--- src/rtl/sram_access_arbiter.sv ---
// Shares one external SRAM between a CPU port and an aux port, sequencing each cycle as IDLE/ACCESS/RECOVER.
// Define SRAM_ARB_ROUND_ROBIN_EN for round-robin arbitration; otherwise the CPU has fixed priority.
//
// state   | meaning
// IDLE    | strobes high, arbitrate and latch the winning request
// ACCESS  | CE/UB/LB low, OE or WE low, wait counter running
// RECOVER | strobes high, write data still driven, ack to the granted port
module sram_access_arbiter #(
    parameter int WAIT_CYCLES = 1,
    parameter int ADDR_W      = 20,
    parameter int DATA_W      = 16
) (
    input  logic              Clk,
    input  logic              Reset,
    input  logic              cpu_req,
    input  logic              cpu_we,
    input  logic [ADDR_W-1:0] cpu_addr,
    input  logic [DATA_W-1:0] cpu_wdata,
    output logic [DATA_W-1:0] cpu_rdata,
    output logic              cpu_ack,
    input  logic              aux_req,
    input  logic              aux_we,
    input  logic [ADDR_W-1:0] aux_addr,
    input  logic [DATA_W-1:0] aux_wdata,
    output logic [DATA_W-1:0] aux_rdata,
    output logic              aux_ack,
    output logic              CE,
    output logic              UB,
    output logic              LB,
    output logic              OE,
    output logic              WE,
    output logic [ADDR_W-1:0] ADDR,
    output logic [DATA_W-1:0] Data_to_SRAM,
    input  logic [DATA_W-1:0] Data_from_SRAM,
    output logic              dq_oe
);

    typedef enum logic [1:0] {
        IDLE    = 2'd0,
        ACCESS  = 2'd1,
        RECOVER = 2'd2
    } state_t;

    localparam logic [3:0] CNT_INIT = 4'(WAIT_CYCLES);

    state_t            state, state_next;
    logic [3:0]        cnt, cnt_next;
    logic              grant_aux, grant_aux_next;
    logic              we_lat, we_lat_next;
    logic [ADDR_W-1:0] addr_next;
    logic [DATA_W-1:0] wdata_next;
    logic              pick_aux;
    logic              any_req;
    logic              capture;
    logic              access_next;
    logic              drive_next;

    assign any_req = cpu_req | aux_req;

`ifdef SRAM_ARB_ROUND_ROBIN_EN
    logic last_aux;

    // On a tie the port that did not win last time gets the bus.
    assign pick_aux = aux_req & (~cpu_req | ~last_aux);

    always_ff @(posedge Clk or negedge Reset) begin
        if (!Reset) begin
            last_aux <= 1'b1;
        end else if (state == IDLE && any_req) begin
            last_aux <= pick_aux;
        end
    end
`else
    assign pick_aux = aux_req & ~cpu_req;
`endif

    always_comb begin
        state_next     = state;
        cnt_next       = cnt;
        grant_aux_next = grant_aux;
        we_lat_next    = we_lat;
        addr_next      = ADDR;
        wdata_next     = Data_to_SRAM;
        case (state)
            IDLE: begin
                if (any_req) begin
                    state_next     = ACCESS;
                    cnt_next       = CNT_INIT;
                    grant_aux_next = pick_aux;
                    we_lat_next    = pick_aux ? aux_we    : cpu_we;
                    addr_next      = pick_aux ? aux_addr  : cpu_addr;
                    wdata_next     = pick_aux ? aux_wdata : cpu_wdata;
                end
            end
            ACCESS: begin
                if (cnt == 4'd0) begin
                    state_next = RECOVER;
                end else begin
                    cnt_next = cnt - 4'd1;
                end
            end
            RECOVER: state_next = IDLE;
            default: state_next = IDLE;
        endcase
    end

    // Pins are decoded from the next state so they come straight off flops.
    assign access_next = (state_next == ACCESS);
    assign drive_next  = we_lat_next & (state_next == ACCESS || state_next == RECOVER);
    assign capture     = (state == ACCESS) && (cnt == 4'd0) && !we_lat;

    always_ff @(posedge Clk or negedge Reset) begin
        if (!Reset) begin
            state        <= IDLE;
            cnt          <= 4'd0;
            grant_aux    <= 1'b0;
            we_lat       <= 1'b0;
            ADDR         <= '0;
            Data_to_SRAM <= '0;
            CE           <= 1'b1;
            OE           <= 1'b1;
            WE           <= 1'b1;
            dq_oe        <= 1'b0;
            cpu_ack      <= 1'b0;
            aux_ack      <= 1'b0;
            cpu_rdata    <= '0;
            aux_rdata    <= '0;
        end else begin
            state        <= state_next;
            cnt          <= cnt_next;
            grant_aux    <= grant_aux_next;
            we_lat       <= we_lat_next;
            ADDR         <= addr_next;
            Data_to_SRAM <= wdata_next;
            CE           <= ~access_next;
            OE           <= ~(access_next & ~we_lat_next);
            WE           <= ~(access_next & we_lat_next);
            dq_oe        <= drive_next;
            cpu_ack      <= (state_next == RECOVER) & ~grant_aux_next;
            aux_ack      <= (state_next == RECOVER) & grant_aux_next;
            if (capture) begin
                if (grant_aux) begin
                    aux_rdata <= Data_from_SRAM;
                end else begin
                    cpu_rdata <= Data_from_SRAM;
                end
            end
        end
    end

    assign UB = CE;
    assign LB = CE;

endmodule

--- config.mk ---
export PLATFORM = sky130hd
export DESIGN_NAME = sram_access_arbiter
export DESIGN_NICKNAME = d
export VERILOG_FILES = /design/src/rtl/sram_access_arbiter.sv
export SDC_FILE = /design/constraint.sdc
export NUM_CORES = 1
export LEC_CHECK = 0
export ABC_AREA = 1
export ABC_CLOCK_PERIOD_IN_PS = 1600
export CORE_MARGIN = 1.5
export CORE_UTILIZATION = 38
export CTS_CLUSTER_DIAMETER = 60
export DETAILED_ROUTE_END_ITERATION = 7
export GPL_TIMING_DRIVEN = 0
export PLACE_DENSITY = 0.77
export SKIP_CTS_REPAIR_TIMING = 1
export SLEW_MARGIN = 20
export SYNTH_ARGS = -nofsm -noshare
export SYNTH_HDL_FRONTEND = slang
export SYNTH_SLANG_ARGS = --single-unit
export TNS_END_PERCENT = 30
--- constraint.sdc ---
create_clock -name Clk -period 1.6 [get_ports Clk]
set_input_delay 0.32 -clock Clk [delete_from_list [all_inputs] [get_ports Clk]]
set_output_delay 0.32 -clock Clk [all_outputs]
set_load 0.02 [all_outputs]
### Yosys cells after proc, flatten, opt, wreduce, memory -nomap -nowiden

Cells that the tools add are included.

| cells by class | value |
|---|---|
| $add $sub $neg | 1 |
| equal/unequal tests | 5 |
| mux-type cells | 13 |
| bitwise operators | 14 |
| reductions and logical operators | 11 |

Operators by type and width:

| kind | number |
|---|---|
| 20-bit 2-to-1 mux | 1 |
| 16-bit 2-to-1 mux | 1 |
| 4-bit 2-to-1 mux | 2 |
| 4-bit one-hot mux with 2 select lines | 1 |
| 1-bit NOT | 7 |
| 1-bit AND | 6 |
| 2-bit AND reduction | 3 |
| 1-bit 2-to-1 mux | 5 |
| 2-bit by 1-bit equality test with 1-bit output, second input constant | 2 |
| 4-bit zero test | 1 |
| 2-bit 2-to-1 mux | 2 |
| 2-bit != test, second input constant | 2 |
| 2-bit one-hot mux with 2 select lines | 1 |
| 4-bit by 1-bit subtractor with 4-bit output, second input constant | 1 |
| 3-bit AND reduction | 1 |
| 2-bit equality test, second input constant | 1 |
| 1-bit logical AND | 2 |
| 2-bit zero test | 1 |
| 2-bit nonzero test | 1 |
| 1-bit zero test | 1 |
| 1-bit logical OR | 1 |
| 1-bit bitwise OR | 1 |

| storage, ports and cells | value |
|---|---|
| bits in registers | 82 |

### Depth between registers and ports, before layout

Gate-level depths: netlist of the first run.

| logic depth | value |
|---|---|
| word-level depth | 8 |
| gate-level depth with buffers | 10 |
| mapped depth without buffers | 10 |

### Worst setup path after synthesis of the first run

OpenSTA, ideal clock, no wires.

| timing | value |
|---|---|
| kind | register to register |
| from | register cnt[0] |
| to | register dq_oe |
| arrival | 1.449 ns |
| path slack | 0.088 ns |
| stages on the path, launching flop included | 10 |
| buffers on the path | 1 |
| period minus slack after synthesis | 1.512 ns |
| path through | dfrtp_1 > inv_1 > ha_1 > nand2_2 > nor2_8 > buf_4 > ha_1 > inv_1 > nand2_1 > inv_1 |

| between the ends | value |
|---|---|
| cells in the longest elaborated chain, start to end | 6 |
| elaborated cells between the ends (all ways) | 7 |
| classes of those cells | eq/ne: 2; mux: 2; bitwise: 1; reduce/logical: 2 |

Ends and longest elaborated chain:

| element | RTL line | RTL |
|---|---|---|
| start: declaration | 47 | `logic [3:0] cnt, cnt_next;` |
| start signal: assignment | 130 | `cnt <= cnt_next;` |
| 4-bit zero test (*) | 96 | `if (cnt == 4'd0) begin` |
| 2-bit 2-to-1 mux (*) | 96 |  |
| 2-bit one-hot mux with 2 select lines (*) | 84 | `case (state)` |
| via state_next[1] | 46 | `state_t state, state_next;` |
| 2-bit by 1-bit equality test with 1-bit output or 2-bit equality test (tied branches) | 109 | `assign drive_next = we_lat_next & (state_next == ACCESS \|\| state_next == RECOVER);` |
| 1-bit logical OR (*) | 109 |  |
| 1-bit AND (*) | 109 |  |
| via drive_next | 56 | `logic drive_next;` |
| end signal: assignment | 138 | `dq_oe <= drive_next;` |
| end: declaration | 35 | `output logic dq_oe` |

Mark *: on every way through the listed nets, which the timed path passes. The rest lies on a longest branch.
A chain may end at the register's enable or synchronous reset.

### Worst setup path after layout of the first run

| timing | value |
|---|---|
| from | input cpu_req |
| to | register Data_to_SRAM[10] |

| between the ends | value |
|---|---|
| cells in the longest elaborated chain, start to end | 3 |
| elaborated cells between the ends (all ways) | 5 |
| classes of those cells | mux: 1; bitwise: 3; reduce/logical: 1 |

Ends and longest elaborated chain:

| element | RTL line | RTL |
|---|---|---|
| start: declaration | 15 | `input logic cpu_req,` |
| 1-bit NOT | 74 | `assign pick_aux = aux_req & ~cpu_req;` |
| 1-bit AND | 74 |  |
| 16-bit 2-to-1 mux | 92 | `wdata_next = pick_aux ? aux_wdata : cpu_wdata;` |
| end signal: assignment | 134 | `Data_to_SRAM <= wdata_next;` |
| end: declaration | 33 | `output logic [DATA_W-1:0] Data_to_SRAM,` |

Parallel ways exist; a longest one is shown, timed or not.

==> results.md, run 1 <==
* Critical path arrival at 1.81 ns
* Max Cap Viol at 0
* Post-DP Area at 5630 um2
* WP buf/inv at 3
* Worst-skew pair later-pin latency at 0.34 ns
* Number of port buffers at 169
* Post-route insts no fill at 768
* Die ar. at 10500 um2
* Slew headroom at 0.649
* Root buf cell: clkbuf_8
* DRC Markers at 0
* CP endpoint kind: flip-flop
* Hold Path Cell Cnt at 2
* LEAKAGE at 3.64 nW
* Final hold violations at 0
* Final Max Tran Viols at 0
* Dominant cell type by area after synthesis: dfrtp_1
* Avg Vias per Cell at 4.79
* Slew at the pin closest to its max-slew limit at 0.527 ns
* H-tree depth at 3
* Min-delay src: aux_rdata[4]
* DRT antenna net count at 0
* Post-synthesis cell type count at 27
* F_max at 0.650 GHz
* Total GRT Usage at 0.210
* Via count at 3682
* Max IR drop VDD at 0.801 mV
* Period minus WS final at 1.54 ns
* Synth top cells by count: 145 x nand2_1, 79 x dfrtp_1, 64 x o21ai_0, 47 x inv_1, 35 x nand4_1
* Critical Path RT at 1.87 ns
* Worst path slowest cell: clkdlybuf4s50_1
* CTS sink cnt at 82
* Clk buf depth at 2
* CP startpoint kind: primary input
* Total congestion overflow at 0
* Clock transition at path regs at 0.08 ns
* Top delay family on crit path: buffers and inverters
* Routability cong. at 0.792
* RSZ-0062 raised after global routing: true
* Worst min path class: flip-flop to flip-flop
* Setup CP Type: primary input to flip-flop
* CTS tree: built
* I/O pin total at 170
* Worst hold endpoint: aux_rdata[4]
* Antenna Diode Count at 0
* Cells along the critical path: clkdlybuf4s50_1 > inv_1 > nand2_2 > clkbuf_1 > o21ai_0 > o21ai_1
* Core area at 9680 um2
* Power per cell area at 1840 nW/um2
* Int Power at 6.41 mW
* Sw Pwr at 4.79 mW
* CTS buffer count at 9
* Syn Area/Cell at 8.50 um2
* Clk pwr share at 0.135
* Initial drt markers at 105
* Synth area leaders: dfrtp_1 53%, nand2_1 14%, o21ai_0 8.5%
* R2R setup slack at 0.08 ns
* Final Skew at 0.00418 ns
* Fraction of layout cells with a size suffix above 1 at 0.0976
* Reg power frac at 0.328
* Largest net degree at the start of global routing at 44
* Post-synth EDFFs at 0
* Synthesized cell area at 3760 um2
* Worst reg2reg endpoint: dq_oe
* Initial core utilization at 0.388
* Comb pwr share at 0.537
* R2R cell count at 9
* Status: complete, no violations
* Synth Net Count at 540
* FFs w/ async S/R, synth at 1.00
* First-pass GRT wire length at 17000 um
* Register area share after synthesis at 0.547
* Crit path depth at 6
* Synth Warn # at 0
* First-pass iteration count of the detailed router at 4
* Most used DFF post-synth: dfrtp_1
* Final setup vio count at 0
* Crit path max fanout at 10
* Biggest cell delay along the critical path at 0.51 ns
* Finished Cell Area at 6100 um2
* Crit Reg-Reg Startpoint: state[1]
* Area growth, synth to finish at 62.3%
* Top-area cell type share of the netlist area at 0.526
* Vias in the first global route at 3566
* Final worst-path cycle share at 0.962
* Top-count cell post-synth: nand2_1
* Switching share of power at 0.428
* Placed Cells at 745
* Post-detail-place hpwl at 8400 um
* Chip height at 102 um
* Drt total wl at 11100 um
* Mapped Cells at 442
* NumNets Final at 728
* Antenna violations before repair at 0
* Wire length per cell at 14.4 um
* Die width at 102 um
* Synth Register Bits at 82
* FP Rows at 36
## power by group through the flow
stage                     Clock [mW]  Combinational [mW]  Sequential [mW]
after floorplan                    0                2.09             4.79
after global placement             0                5.88             3.69
after detailed placement           0                6.05             3.72
after CTS                       1.56                6.06             3.69
after global routing            1.65                6.57             3.78
final                           1.52                6.01             3.67
## worst max path at each step
| stage | from | to | slack, ns |
|---|---|---|---|
| floorplan | cnt[0] | dq_oe | 0.09 |
| global placement | Reset | ADDR[19] | -2.61 |
| detailed placement | cpu_req | Data_to_SRAM[10] | -0.33 |
| CTS | CE | UB | -0.35 |
| global route | cpu_req | ADDR[5] | -0.04 |
| finish | cpu_req | Data_to_SRAM[10] | 0.06 |
## worst reg2reg max path: stages, from the launching register on
cell     delay (ns)
dfrtp_1        0.44
nor2_4         0.16
o21ai_2        0.10
buf_6          0.16
nand2_2        0.10
inv_1          0.07
ha_1           0.27
inv_1          0.03
nand2_1        0.06
inv_1          0.04
## through the flow
| step | worst slack [ns] | utilization | hold WS, ns | TNS (ns) | power [mW] |
|---|---|---|---|---|---|
| floorplan | 0.0880 | - | 0.0244 | 0 | 6.88 |
| global placement | -2.61 | 0.580 | 0.456 | -218.02 | 9.58 |
| detailed placement | -0.334 | 0.582 | 0.329 | -8.96 | 9.76 |
| CTS | -0.348 | 0.603 | -0.0597 | -6.13 | 11.3 |
| global route | -0.0366 | 0.630 | 0.488 | -0.119 | 12.0 |
| finish | 0.0608 | 0.630 | 0.469 | 0 | 11.2 |
## flip-flops by register name, indices dropped and copies added (netlist names)
name and count:
cpu_rdata 16, CE 1, dq_oe 1, ADDR 20, OE 1, WE 1
cnt 4, Data_to_SRAM 16, state 2, aux_rdata 16, aux_ack 1, we_lat 1
cpu_ack 1, grant_aux 1
## cells by family after synthesis
logic type / Yosys count / share of synthesized area
AOI/OAI and AO/OA: 77 / 0.104
xor gates and xnor gates: 1 / 0.00233
and+or+nand+nor: 199 / 0.240
buffers and inverters: 79 / 0.0932
adders and majority gates: 4 / 0.0133
DFF: 82 / 0.547
## cells in the final DEF (no fill, tap or decap), drive strengths merged
cell | Yosys | final
and2 | 1 | 1
dlygate4sd3 | 0 | 1
nor2 | 10 | 10
nand4 | 35 | 35
clkinv | 1 | 3
dlymetal6s2s | 0 | 75
ha | 4 | 4
buf | 19 | 28
clkbuf | 9 | 18
clkinvlp | 0 | 3
dfrtp | 79 | 79
inv | 50 | 51
clkdlybuf4s50 | 0 | 92
o22ai | 1 | 1
xor2 | 1 | 1
a21oi | 2 | 2
nand2 | 148 | 148
bufinv | 0 | 1
nand3 | 5 | 5
dfstp | 3 | 3
o21ai | 74 | 74
## final cells by class
class | instances | area (um2)
flip-flops and latches | 82 | 2060
fillers | 818 | 3590
repair buffers | 177 | 1950
plain buffers | 28 | 166
multi-input cells | 281 | 1370
clock inverters | 7 | 78.8
clock buffers | 9 | 124
inverters | 51 | 191
well taps | 133 | 166
## per-layer routing
layer	GRT usage	share of wire
met1	0.243	0.39
met2	0.356	0.49
met3	0.0752	0.098
met4	0.0769	0.012
met5	0	0
Note: power is estimated with default switching activity, not from simulation.
==> inputs of run 2 (changes only) <==
--- a/config.mk
+++ b/config.mk
@@ -13,6 +13,7 @@
 export DETAILED_ROUTE_END_ITERATION = 7
 export GPL_TIMING_DRIVEN = 0
 export PLACE_DENSITY = 0.77
+export REMOVE_ABC_BUFFERS = 1
 export SKIP_CTS_REPAIR_TIMING = 1
 export SLEW_MARGIN = 20
 export SYNTH_ARGS = -nofsm -noshare
==> run 2 against run 1 <==
Net effect:
- routed wire length is 4.2% higher
- first-iteration DRC count grew 53%
- final cell count is 1.3% lower
- largest cell class unchanged
- combinational power is 5.8% higher
==> results.md, run 2 (synthesis gave the netlist of run 1 again) <==
* CTS buffer count at 9
* Slew at the pin closest to its max-slew limit at 0.514 ns
* Overall power at 11.8 mW
* Fin Hold WS at 0.469 ns
* Drt total wl at 11600 um
* Worst setup margin at 0.0325 ns
* CP startpoint kind: flip-flop
* Number of port buffers at 169
* Period minus WS final at 1.57 ns
* Sw Pwr at 5.03 mW
* CP endpoint kind: flip-flop
* FP Rows at 36
* Clock transition at path regs at 0.09 ns
* Slew headroom at 0.657
* Reg power frac at 0.317
* Die width at 102 um
* R2R setup slack at 0.03 ns
* DRC Markers at 0
* Initial drt markers at 161
* Avg Vias per Cell at 4.85
* Root buf cell: clkbuf_8
* Status: complete, no violations
* Die ar. at 10500 um2
* Max Cap Viol at 0
* F_max at 0.638 GHz
* Routability cong. at 0.770
* Place WS at -0.790 ns
* Int Power at 6.73 mW
* WP buf/inv at 2
* Chip height at 102 um
* Switching share of power at 0.428
* Worst path slowest cell: dfrtp_1
* Comb pwr share at 0.541
* Cells along the critical path: inv_2 > ha_4 > nand2_4 > buf_4 > nor2_4 > nand3_4 > nand2_2 > nand2_1
* Post-DP Area at 5540 um2
* Sum Neg Setup Slack at 0 ns
* RSZ-0062 raised after global routing: true
* FF+latch area at 2060 um2
* H-tree depth at 3
* Final worst-path cycle share at 0.980
* Setup CP Type: flip-flop to flip-flop
* Biggest cell delay along the critical path at 0.40 ns
* Core area at 9680 um2
* Vias in the first global route at 3207
* Total congestion overflow at 0
* Crit path max fanout at 8
* CTS tree: built
* Post-detail-place hpwl at 6960 um
* Initial core utilization at 0.388
* Antenna Diode Count at 0
* LEAKAGE at 3.68 nW
* Via count at 3679
* Clk buf depth at 2
* CTS sink cnt at 82
* Fraction of layout cells with a size suffix above 1 at 0.107
* Top reg by flops: ADDR
* Multi-input gate area at 1480 um2
* Critical path arrival at 1.81 ns
* Final Max Tran Viols at 0
* Final Skew at 0.0163 ns
* Max IR drop VDD at 0.827 mV
* Antenna violations before repair at 0
* Most frequent cells in the layout: 143 x nand2_1, 91 x clkdlybuf4s50_1, 78 x dfrtp_1
* Top delay family on crit path: simple AND/OR/NAND/NOR gates
* Final hold violations at 0
* Finished Cell Area at 6250 um2
* Commonest non-fill, non-tap cell in the layout: nand2_1
* DRT antenna net count at 0
* Wire length per cell at 15.2 um
* Number of flip-flops in the largest register at 20
* Fillers at 764
* Power per cell area at 1880 nW/um2
* Critical Path RT at 1.84 ns
* First-pass GRT wire length at 15000 um
* Clk pwr share at 0.142
* Worst min path class: primary input to asynchronous set/reset pin
* Total GRT Usage at 0.187
* Worst-skew pair later-pin latency at 0.36 ns
* NumNets Final at 718
* Area growth, synth to finish at 66.3%
* I/O pin total at 170
* First-pass iteration count of the detailed router at 4
* Largest net degree at the start of global routing at 73
* Final setup vio count at 0
run 2: power by group through the flow:
stage | combinational, mW | clock [mW] | sequential [mW]
CTS | 5.88 | 1.69 | 3.72
global placement | 5.58 | 0 | 3.72
global route | 6.87 | 1.79 | 3.86
detailed placement | 5.86 | 0 | 3.74
finish | 6.36 | 1.67 | 3.73
floorplan | 1.79 | 0 | 4.87
run 2: layout make-up:
| class | count | area share |
|---|---|---|
| clock buffers | 9 | 0.0198 |
| clock inverters | 7 | 0.0150 |
| inverters | 51 | 0.0316 |
| multi-input cells | 286 | 0.237 |
| flip-flops and latches | 82 | 0.329 |
| well taps | 133 | 0.0266 |
| repair buffers | 189 | 0.339 |
| repair inverters | 1 | 0.00120 |
run 2: routing by layer:
metal | track usage | wire [um]
met4 | 0.0832 | 225
met2 | 0.321 | 5640
met1 | 0.216 | 4600
met5 | 0 | 0
met3 | 0.0534 | 1100
run 2: metrics by stage:
stage	instances	utilization
floorplan	414	-
global placement	716	0.563
detailed placement	719	0.572
CTS	735	0.595
global route	758	0.645
finish	758	0.645
run 2: final timing paths:
path | start | endpoint | cells after the start
max in group asynchronous | Reset | ADDR[6] | 3
worst min register to register | aux_rdata[5] | aux_rdata[5] | 2
worst max-delay path | cnt[0] | aux_rdata[8] | 8
worst min-delay path | Reset | aux_rdata[0] | 2
min in group Clk | aux_rdata[5] | aux_rdata[5] | 2
worst max register to register | cnt[0] | aux_rdata[8] | 8
==> inputs of run 3 (changes only) <==
--- a/config.mk
+++ b/config.mk
@@ -10,6 +10,7 @@
 export CORE_MARGIN = 1.5
 export CORE_UTILIZATION = 38
 export CTS_CLUSTER_DIAMETER = 60
+export CTS_CLUSTER_SIZE = 28
 export DETAILED_ROUTE_END_ITERATION = 7
 export GPL_TIMING_DRIVEN = 0
 export PLACE_DENSITY = 0.77
==> results of run 3 <==
Final layout, timing and power as in run 2 (identical DEF).
